===== src/rtl/wb_router_pkg.sv =====
// Shared constants for the Wishbone channel router:
// FSM encoding, default widths, error word and channel map.
package wb_router_pkg;

   localparam int          WB_WIDTH_DEF = 32;
   localparam logic [31:0] ERR_DATA_DEF = 32'hDEAD_BEEF;
   localparam int          TMR_W        = 8;

   localparam logic [1:0] ST_IDLE = 2'd0;
   localparam logic [1:0] ST_REQ  = 2'd1;
   localparam logic [1:0] ST_RESP = 2'd2;

   typedef enum int {
      CH_PROG    = 0,
      CH_PADS    = 1,
      CH_DEBUG   = 2,
      CH_ENTROPY = 3
   } ch_idx_e;

endpackage


===== src/rtl/wb_router_timer.sv =====
// Per-transfer timeout: loaded with TIMEOUT-1 when a request starts,
// counts down while the target stalls, flags expiry at zero.
module wb_router_timer
   import wb_router_pkg::*;
#(
   parameter int TIMEOUT = 16
) (
   input  logic clk,
   input  logic rst_n,
   input  logic load_i,
   input  logic en_i,
   input  logic clr_i,
   output logic expire_o
);

   logic [TMR_W-1:0] cnt_q, cnt_d;

   always_comb begin
      cnt_d = cnt_q;
      if (clr_i) begin
         cnt_d = '0;
      end else if (load_i) begin
         cnt_d = TMR_W'(TIMEOUT - 1);
      end else if (en_i && (cnt_q != '0)) begin
         cnt_d = cnt_q - TMR_W'(1);
      end
   end

   always_ff @(posedge clk) begin
      if (!rst_n) begin
         cnt_q <= '0;
      end else begin
         cnt_q <= cnt_d;
      end
   end

   assign expire_o = (cnt_q == '0);

endmodule


===== src/rtl/wb_router.sv =====
// Registered Wishbone classic slave routing each transfer to one of
// CHANNELS req/ack targets, with timeout and error reporting.
module wb_router
   import wb_router_pkg::*;
#(
   parameter int                  WB_WIDTH = WB_WIDTH_DEF,
   parameter int                  CHANNELS = 4,
   parameter int                  SEL_BITS = $clog2(CHANNELS),
   parameter int                  TIMEOUT  = 16,
   parameter logic [WB_WIDTH-1:0] ERR_DATA = ERR_DATA_DEF
) (
   input  logic                         clk,
   input  logic                         rst_n,
   input  logic                         wbs_stb_i,
   input  logic                         wbs_cyc_i,
   input  logic                         wbs_we_i,
   input  logic [WB_WIDTH-1:0]          wbs_adr_i,
   input  logic [WB_WIDTH-1:0]          wbs_dat_i,
   output logic                         wbs_ack_o,
   output logic                         wbs_err_o,
   output logic [WB_WIDTH-1:0]          wbs_dat_o,
   output logic [CHANNELS-1:0]          ch_req,
   output logic                         ch_we,
   output logic [WB_WIDTH-SEL_BITS-1:0] ch_addr,
   output logic [WB_WIDTH-1:0]          ch_wdata,
   input  logic [CHANNELS-1:0]          ch_ack,
   input  logic [CHANNELS*WB_WIDTH-1:0] ch_rdata,
   output logic [7:0]                   timeout_count,
   output logic [SEL_BITS-1:0]          last_err_ch
);

   localparam int AW = WB_WIDTH - SEL_BITS;

   logic [1:0]          state_q, state_d;
   logic [SEL_BITS-1:0] sel_q, sel_d;
   logic                we_q, we_d;
   logic [AW-1:0]       addr_q, addr_d;
   logic [WB_WIDTH-1:0] wdata_q, wdata_d;
   logic [CHANNELS-1:0] req_q, req_d;
   logic                ack_q, ack_d;
   logic                err_q, err_d;
   logic [WB_WIDTH-1:0] dat_q, dat_d;
   logic [7:0]          tcnt_q, tcnt_d;
   logic [SEL_BITS-1:0] lerr_q, lerr_d;

   logic                t_load, t_en, t_clr, t_exp;
   logic [WB_WIDTH-1:0] rdata_sel;
   logic                ack_sel;

   assign rdata_sel = ch_rdata[int'(sel_q)*WB_WIDTH +: WB_WIDTH];
   assign ack_sel   = ch_ack[sel_q];

   wb_router_timer #(
      .TIMEOUT (TIMEOUT)
   ) u_timer (
      .clk      (clk),
      .rst_n    (rst_n),
      .load_i   (t_load),
      .en_i     (t_en),
      .clr_i    (t_clr),
      .expire_o (t_exp)
   );

   always_comb begin
      state_d = state_q;
      sel_d   = sel_q;
      we_d    = we_q;
      addr_d  = addr_q;
      wdata_d = wdata_q;
      req_d   = req_q;
      ack_d   = 1'b0;
      err_d   = 1'b0;
      dat_d   = dat_q;
      tcnt_d  = tcnt_q;
      lerr_d  = lerr_q;
      t_load  = 1'b0;
      t_en    = 1'b0;
      t_clr   = 1'b0;

      case (state_q)
         ST_IDLE: begin
            if (wbs_stb_i && wbs_cyc_i) begin
               sel_d        = wbs_adr_i[WB_WIDTH-1 -: SEL_BITS];
               we_d         = wbs_we_i;
               addr_d       = wbs_adr_i[AW-1:0];
               wdata_d      = wbs_dat_i;
               req_d        = '0;
               req_d[sel_d] = 1'b1;
               t_load       = 1'b1;
               state_d      = ST_REQ;
            end
         end
         ST_REQ: begin
            if (!wbs_cyc_i || !wbs_stb_i) begin
               req_d   = '0;
               t_clr   = 1'b1;
               state_d = ST_IDLE;
            end else if (ack_sel) begin
               // completion beats a coincident timeout
               req_d   = '0;
               dat_d   = we_q ? '0 : rdata_sel;
               ack_d   = 1'b1;
               t_clr   = 1'b1;
               state_d = ST_RESP;
            end else if (t_exp) begin
               req_d   = '0;
               dat_d   = ERR_DATA;
               err_d   = 1'b1;
               lerr_d  = sel_q;
               t_clr   = 1'b1;
               state_d = ST_RESP;
               if (tcnt_q != 8'hFF) begin
                  tcnt_d = tcnt_q + 8'd1;
               end
            end else begin
               t_en = 1'b1;
            end
         end
         ST_RESP: begin
            dat_d   = '0;
            state_d = ST_IDLE;
         end
         default: begin
            req_d   = '0;
            dat_d   = '0;
            t_clr   = 1'b1;
            state_d = ST_IDLE;
         end
      endcase
   end

   always_ff @(posedge clk) begin
      if (!rst_n) begin
         state_q <= ST_IDLE;
         sel_q   <= '0;
         we_q    <= 1'b0;
         addr_q  <= '0;
         wdata_q <= '0;
         req_q   <= '0;
         ack_q   <= 1'b0;
         err_q   <= 1'b0;
         dat_q   <= '0;
         tcnt_q  <= '0;
         lerr_q  <= '0;
      end else begin
         state_q <= state_d;
         sel_q   <= sel_d;
         we_q    <= we_d;
         addr_q  <= addr_d;
         wdata_q <= wdata_d;
         req_q   <= req_d;
         ack_q   <= ack_d;
         err_q   <= err_d;
         dat_q   <= dat_d;
         tcnt_q  <= tcnt_d;
         lerr_q  <= lerr_d;
      end
   end

   assign wbs_ack_o     = ack_q;
   assign wbs_err_o     = err_q;
   assign wbs_dat_o     = dat_q;
   assign ch_req        = req_q;
   assign ch_we         = we_q;
   assign ch_addr       = addr_q;
   assign ch_wdata      = wdata_q;
   assign timeout_count = tcnt_q;
   assign last_err_ch   = lerr_q;

endmodule


===== config.mk =====
export PLATFORM = sky130hd
export DESIGN_NAME = wb_router
export DESIGN_NICKNAME = d
export VERILOG_FILES = /design/src/rtl/wb_router_pkg.sv /design/src/rtl/wb_router_timer.sv /design/src/rtl/wb_router.sv
export SDC_FILE = /design/constraint.sdc
export NUM_CORES = 1
export LEC_CHECK = 0
export CORE_AREA = 4 4 124 126
export DETAILED_ROUTE_END_ITERATION = 8
export DIE_AREA = 0 0 128 130
export PLACE_DENSITY = 0.81
export REMOVE_ABC_BUFFERS = 1
export SLEW_MARGIN = 15
export SYNTH_ARGS = -nofsm -noshare
export SYNTH_HDL_FRONTEND = slang
export SYNTH_SLANG_ARGS = --single-unit

===== constraint.sdc =====
create_clock -name clk -period 3.3 [get_ports clk]
set_clock_uncertainty 0.2 [all_clocks]
set_input_delay 0.66 -clock clk [delete_from_list [all_inputs] [get_ports clk]]
set_output_delay 0.66 -clock clk [all_outputs]
set_load 0.05 [all_outputs]

After elaboration in Yosys (flattened, before gate mapping)
Index checks and enable logic that the tools add are counted.
{"block": "totals", "regBits": 123, "inputBits": 201, "output_inout_bits": 111, "elab_cells": 85}
{"block": "classes", "addsub": 2, "n_lt_le_gt_ge": 3, "n_eq_ne": 7, "shifts": 1, "mux": 32, "bitwise_logic": 6, "n_reduce_logical": 21}
{"operator": "two-way mux 32 bit", "count": 4}
{"operator": "variable part select 128 x 8 -> 32 bit", "count": 1}
{"operator": "case mux 32 bit (2 select lines)", "count": 1}
{"operator": "two-way mux 4 bit", "count": 6}
{"operator": "two-way mux 1 bit", "count": 12}
{"operator": "case mux 4 bit (3 select lines)", "count": 1}
{"operator": "adder 8 x 1 -> 8 bit, second input constant", "count": 1}
{"operator": "zero test 8 bit", "count": 1}
{"operator": "two-way mux 2 bit", "count": 4}
{"operator": "inequality test 8 bit, second input constant", "count": 1}
{"operator": "nonzero test 8 bit", "count": 1}
{"operator": "subtractor 8 x 1 -> 8 bit, second input constant", "count": 1}
{"operator": "less-than comparator 2 x 3 -> 1 bit, second input constant", "count": 2}
{"operator": "inverter 1 bit", "count": 6}
{"operator": "AND reduction 3 bit", "count": 2}
{"operator": "OR reduction 3 bit", "count": 2}
{"operator": "AND reduction 5 bit", "count": 1}
{"operator": "inequality test 2 bit, second input constant", "count": 2}
{"operator": "inequality test 4 bit, second input constant", "count": 1}
{"operator": "case mux 2 bit (2 select lines)", "count": 1}
{"operator": "AND reduction 2 bit", "count": 2}
{"operator": "AND reduction 4 bit", "count": 1}
{"operator": "OR reduction 2 bit", "count": 2}
{"operator": "OR reduction 4 bit", "count": 1}
{"operator": "other kinds (12)", "count": 15}

Logic depth before layout (Yosys ltp)
{"block": "logic_depth", "ltp_word": 8, "depth_mapped": 8}

Hierarchy
Synthesis repeated with hierarchy kept, for this count alone.
{"block": "unflattened", "hier_cells": 594, "hier_area_um2": 5527.8}
{"module": "wb_router", "n_inst": 1, "cells_each": 539, "area_per_inst_um2": 5058.6}
{"module": "wb_router_timer", "n_inst": 1, "cells_each": 55, "area_per_inst_um2": 469.2}

Least setup slack after synthesis
OpenSTA, ideal clock, no wires.
{"block": "synth_timing", "path_type": "input port to flip-flop", "from": "in ch_ack[3]", "to": "reg tcnt_q[2] (netlist: timeout_count[2])", "setup_time_ns": 0.146, "t_arrival_ns": 2.345, "required_ns": 2.954, "slack_ns": 0.609, "cell_stages": 6, "n_path_buf": 2, "path_cell_list": "mux4_2 -> or4_1 -> buf_2 -> clkbuf_1 -> o311ai_1 -> o41ai_1"}
{"block": "synth_between", "elab_chain_cells": 4}
{"element": "from (decl)", "line_no": "wb_router.sv:26", "text": "input logic [CHANNELS-1:0] ch_ack,"}
{"element": "binary-select mux 1 bit (select 2 bit)", "line_no": "wb_router.sv:51", "text": "assign ack_sel = ch_ack[sel_q];"}
{"element": "two-way mux 1 bit (not written as such)", "line_no": "wb_router.sv:51"}
{"element": "inverter 1 bit (no source line)"}
{"element": "AND reduction 5 bit (no source line)"}
{"element": "to (signal assigned)", "line_no": "wb_router.sv:155", "text": "tcnt_q <= tcnt_d;"}
{"element": "to (decl)", "line_no": "wb_router.sv:43", "text": "logic [7:0] tcnt_q, tcnt_d;"}
No other way between the ends. The select of a mux whose other input is x is not followed.
A chain may end at the register's enable or synchronous reset.

Final worst setup path
{"block": "layout_timing", "from": "in ch_ack[3]", "to": "reg tcnt_q[3] (netlist: timeout_count[3])"}
Same word-level chain as after synthesis.

==> results_dict.tcl <==
set metrics [dict create \
    ys_seq_area_frac 0.448 \
    syn_area_sq_mm 0.00550 \
    initialDrtViolationCount 397 \
    crit_type "in2reg" \
    grt_max_degree 69 \
    cp_max_fo 11 \
    tritoncts "yes" \
    cpPeakStageDelay_ns 0.74 \
    outcome "finished clean" \
    arrival_ns 2.99 \
    cts_buffers 17 \
    end_kind "register" \
    period_share 0.868 \
    cts_buffer_depth 2 \
    hold_path_depth 2 \
    critPathLaunchType "primary input" \
    rsz0062_at_grt "false" \
    final_core_util 0.659 \
    internal_power_uw 3210 \
    area_delta_synth_final_pct 71.6 \
    vias_per_cell 5.11 \
    register_area_sq_mm 0.00246 \
    timing.fmax_mhz 349 \
    ff2ff_path_depth 6 \
    io_buffers 311 \
    drt_wl_total_mm 18.8 \
    h-tree-depth 4 \
    drive_gt1_frac 0.123 \
    fillers 1182 \
    design_area_sq_mm 0.00944 \
    cts_hold_buffers 0 \
    maxCapViolations 0 \
    grt_pass1_wl_mm 28.5 \
    final_common_cell "clkdlybuf4s50_1" \
    tightest_slew_ns 0.697 \
    start_util 0.384 \
    p_clk_frac 0.449 \
    ys_ff_latch 123 \
    grt_overflow 0 \
    synth_edf_count 0 \
    cts_setup_buffers 0 \
    first_pass_iters 4 \
    drc 0 \
    post_dp_cell_area_sq_mm 0.00881 \
    dp.final_hpwl_mm 14.1 \
    dieWidth_um 128 \
    ys.warnings.count 0 \
    synthTopCellsByArea "dfxtp_1 (45%), mux4_2 (14%), nand2_1 (11%)" \
    required_ns 3.42 \
    gp_congestion 0.901 \
    track_usage 0.217 \
    synth_flop_cell "dfxtp_1" \
    syn_inst 589 \
    p_switching_uw 1070 \
    cts_resized 0 \
    antenna_found_initial 0 \
    path_buf_inv 1 \
    final_nets 1088 \
    synth.avg_cell_area_sq_um 9.33 \
    die_area_sq_mm 0.0166 \
    vdd_drop_max_mv 0.332 \
    ioPinCount 312 \
    num_antenna_cells 0 \
    worstSkewPairLatency_ns 0.40 \
    multi_input_area_sq_mm 0.00284 \
    pwr-share-comb 0.184 \
    rows 44 \
    yosysUniqueCellTypes 44 \
    powerDensity_mw_per_mm2 454 \
    synth_top_area_cell "dfxtp_1" \
    clkTransAtPathRegs_ns 0.05 \
    ys_async_sr_fraction 0 \
    swShare 0.250 \
    period_needed_ns 2.86 \
    most-common-layout-cells "clkdlybuf4s50_1 (310), nand2_1 (162), dfxtp_1 (122)" \
    cp.depth 5 \
    post_drt_wl_per_cell_um 17.4 \
    slew_violations 0 \
    leakagePower_uw 0.00333 \
    via_count 5527 \
    dieHeight_um 130 \
    cts_sinks 123 \
    cts_root_buf "clkbuf_16" \
    cp_slowest_cell "or4_1" \
    placed_cells 1049 \
    core_area_sq_mm 0.0143 \
    hold_viol_final 0 \
    cpLargestDelayFamily "simple AND/OR/NAND/NOR gates" \
    layout.cells.non_filler 1081 \
    grt_pass1_vias 5398 \
    ant_nets 0 \
    crit_chain "clkdlybuf4s50_1 -> mux4_2 -> or4_1 -> or4_1 -> a21oi_1" \
    yosysTopAreaCellShare 0.448 \
    slew-limit-headroom 0.534 \
    setup_viol 0 \
    crit_top_cell "or4_1" \
    power_frac_seq 0.366 \
    min_path_type "reg2reg" \
]
## power groups by stage
stage | logic, uW | clock network [uW] | registers, uW
floorplan | 203 | 0 | 1770
global placement | 785 | 0 | 1600
detailed placement | 791 | 0 | 1600
CTS | 794 | 1970 | 1570
global route | 839 | 2040 | 1570
finish | 789 | 1930 | 1570
## flip-flops by register name, indices dropped and copies added, names as in the netlist
name and flops:
ch_addr 30, state_q 2, ch_wdata 32, wbs_dat_o 32, timeout_count 8, wbs_ack_o 1
ch_we 1, last_err_ch 2, ch_req 4, u_timer.cnt_q 8, sel_q 2, wbs_err_o 1
## Yosys cell counts (3+ instances only)
library cell    n
a211oi_1        4
a21oi_1        73
and2_1         23
and4_1          3
buf_1           7
clkbuf_1       40
dfxtp_1       123
ha_1            3
inv_1           4
mux2i_1        10
mux4_2         33
nand2_1       162
nand2b_1        3
nand3_1         8
nand4_1         3
nor2_1         13
nor3b_1         3
nor4_1          3
o21ai_0         3
o221a_2        23
o31ai_1         6
or4_1           9
## through the flow
| stage | hold WS [ns] | setup TNS [ns] | power [uW] | worst slack (ns) |
|---|---|---|---|---|
| detailed placement | 0.245 | 0 | 2390 | 0.0293 |
| global placement | 0.239 | 0 | 2380 | 0.0733 |
| CTS | 0.253 | 0 | 4330 | 0.453 |
| finish | 0.250 | 0 | 4280 | 0.437 |
| global route | 0.269 | 0 | 4460 | 0.367 |
| floorplan | 0.269 | -53.02 | 1970 | -0.642 |
## path summary, 6_finish.rpt
kind              slack [ns]        startpoint               end
setup / recovery        0.44         ch_ack[3]  timeout_count[3]
setup reg to reg        0.65  u_timer.cnt_q[0]  timeout_count[3]
hold / removal          0.25       ch_addr[27]       ch_addr[27]
hold reg to reg         0.25       ch_addr[27]       ch_addr[27]
## area by class of cell
class,count,share of cell area
clock buffers,22,0.0513
clock inverters,10,0.0147
inverters,5,0.00199
multi-input cells,411,0.301
flip-flops and latches,123,0.261
well taps,184,0.0244
repair buffers,326,0.345
## cell families after synthesis
kind of cell | share of synthesized area
adder cells (fa/ha/maj) | 0.00683
AND/OR/NAND/NOR | 0.196
multiplexers | 0.153
flip-flops | 0.448
AO/OA/AOI/OAI | 0.157
buffers and inverters | 0.0394
## metal layers
layer	vias up	wire length, um	GRT usage
met5	-	0	0
met4	0	357	0.0780
met3	23	826	0.0385
met2	160	9620	0.366
met1	2646	7980	0.282
li1	2698	-	-
## worst reg2reg max path: stages (launching register included)
cell and delay [ns]:
dfxtp_1 0.33, inv_1 0.08, ha_1 0.15, or3b_2 0.45
or4_1 0.68, or4_1 0.53, a21oi_1 0.16
Power figures use the tool's default switching activity.
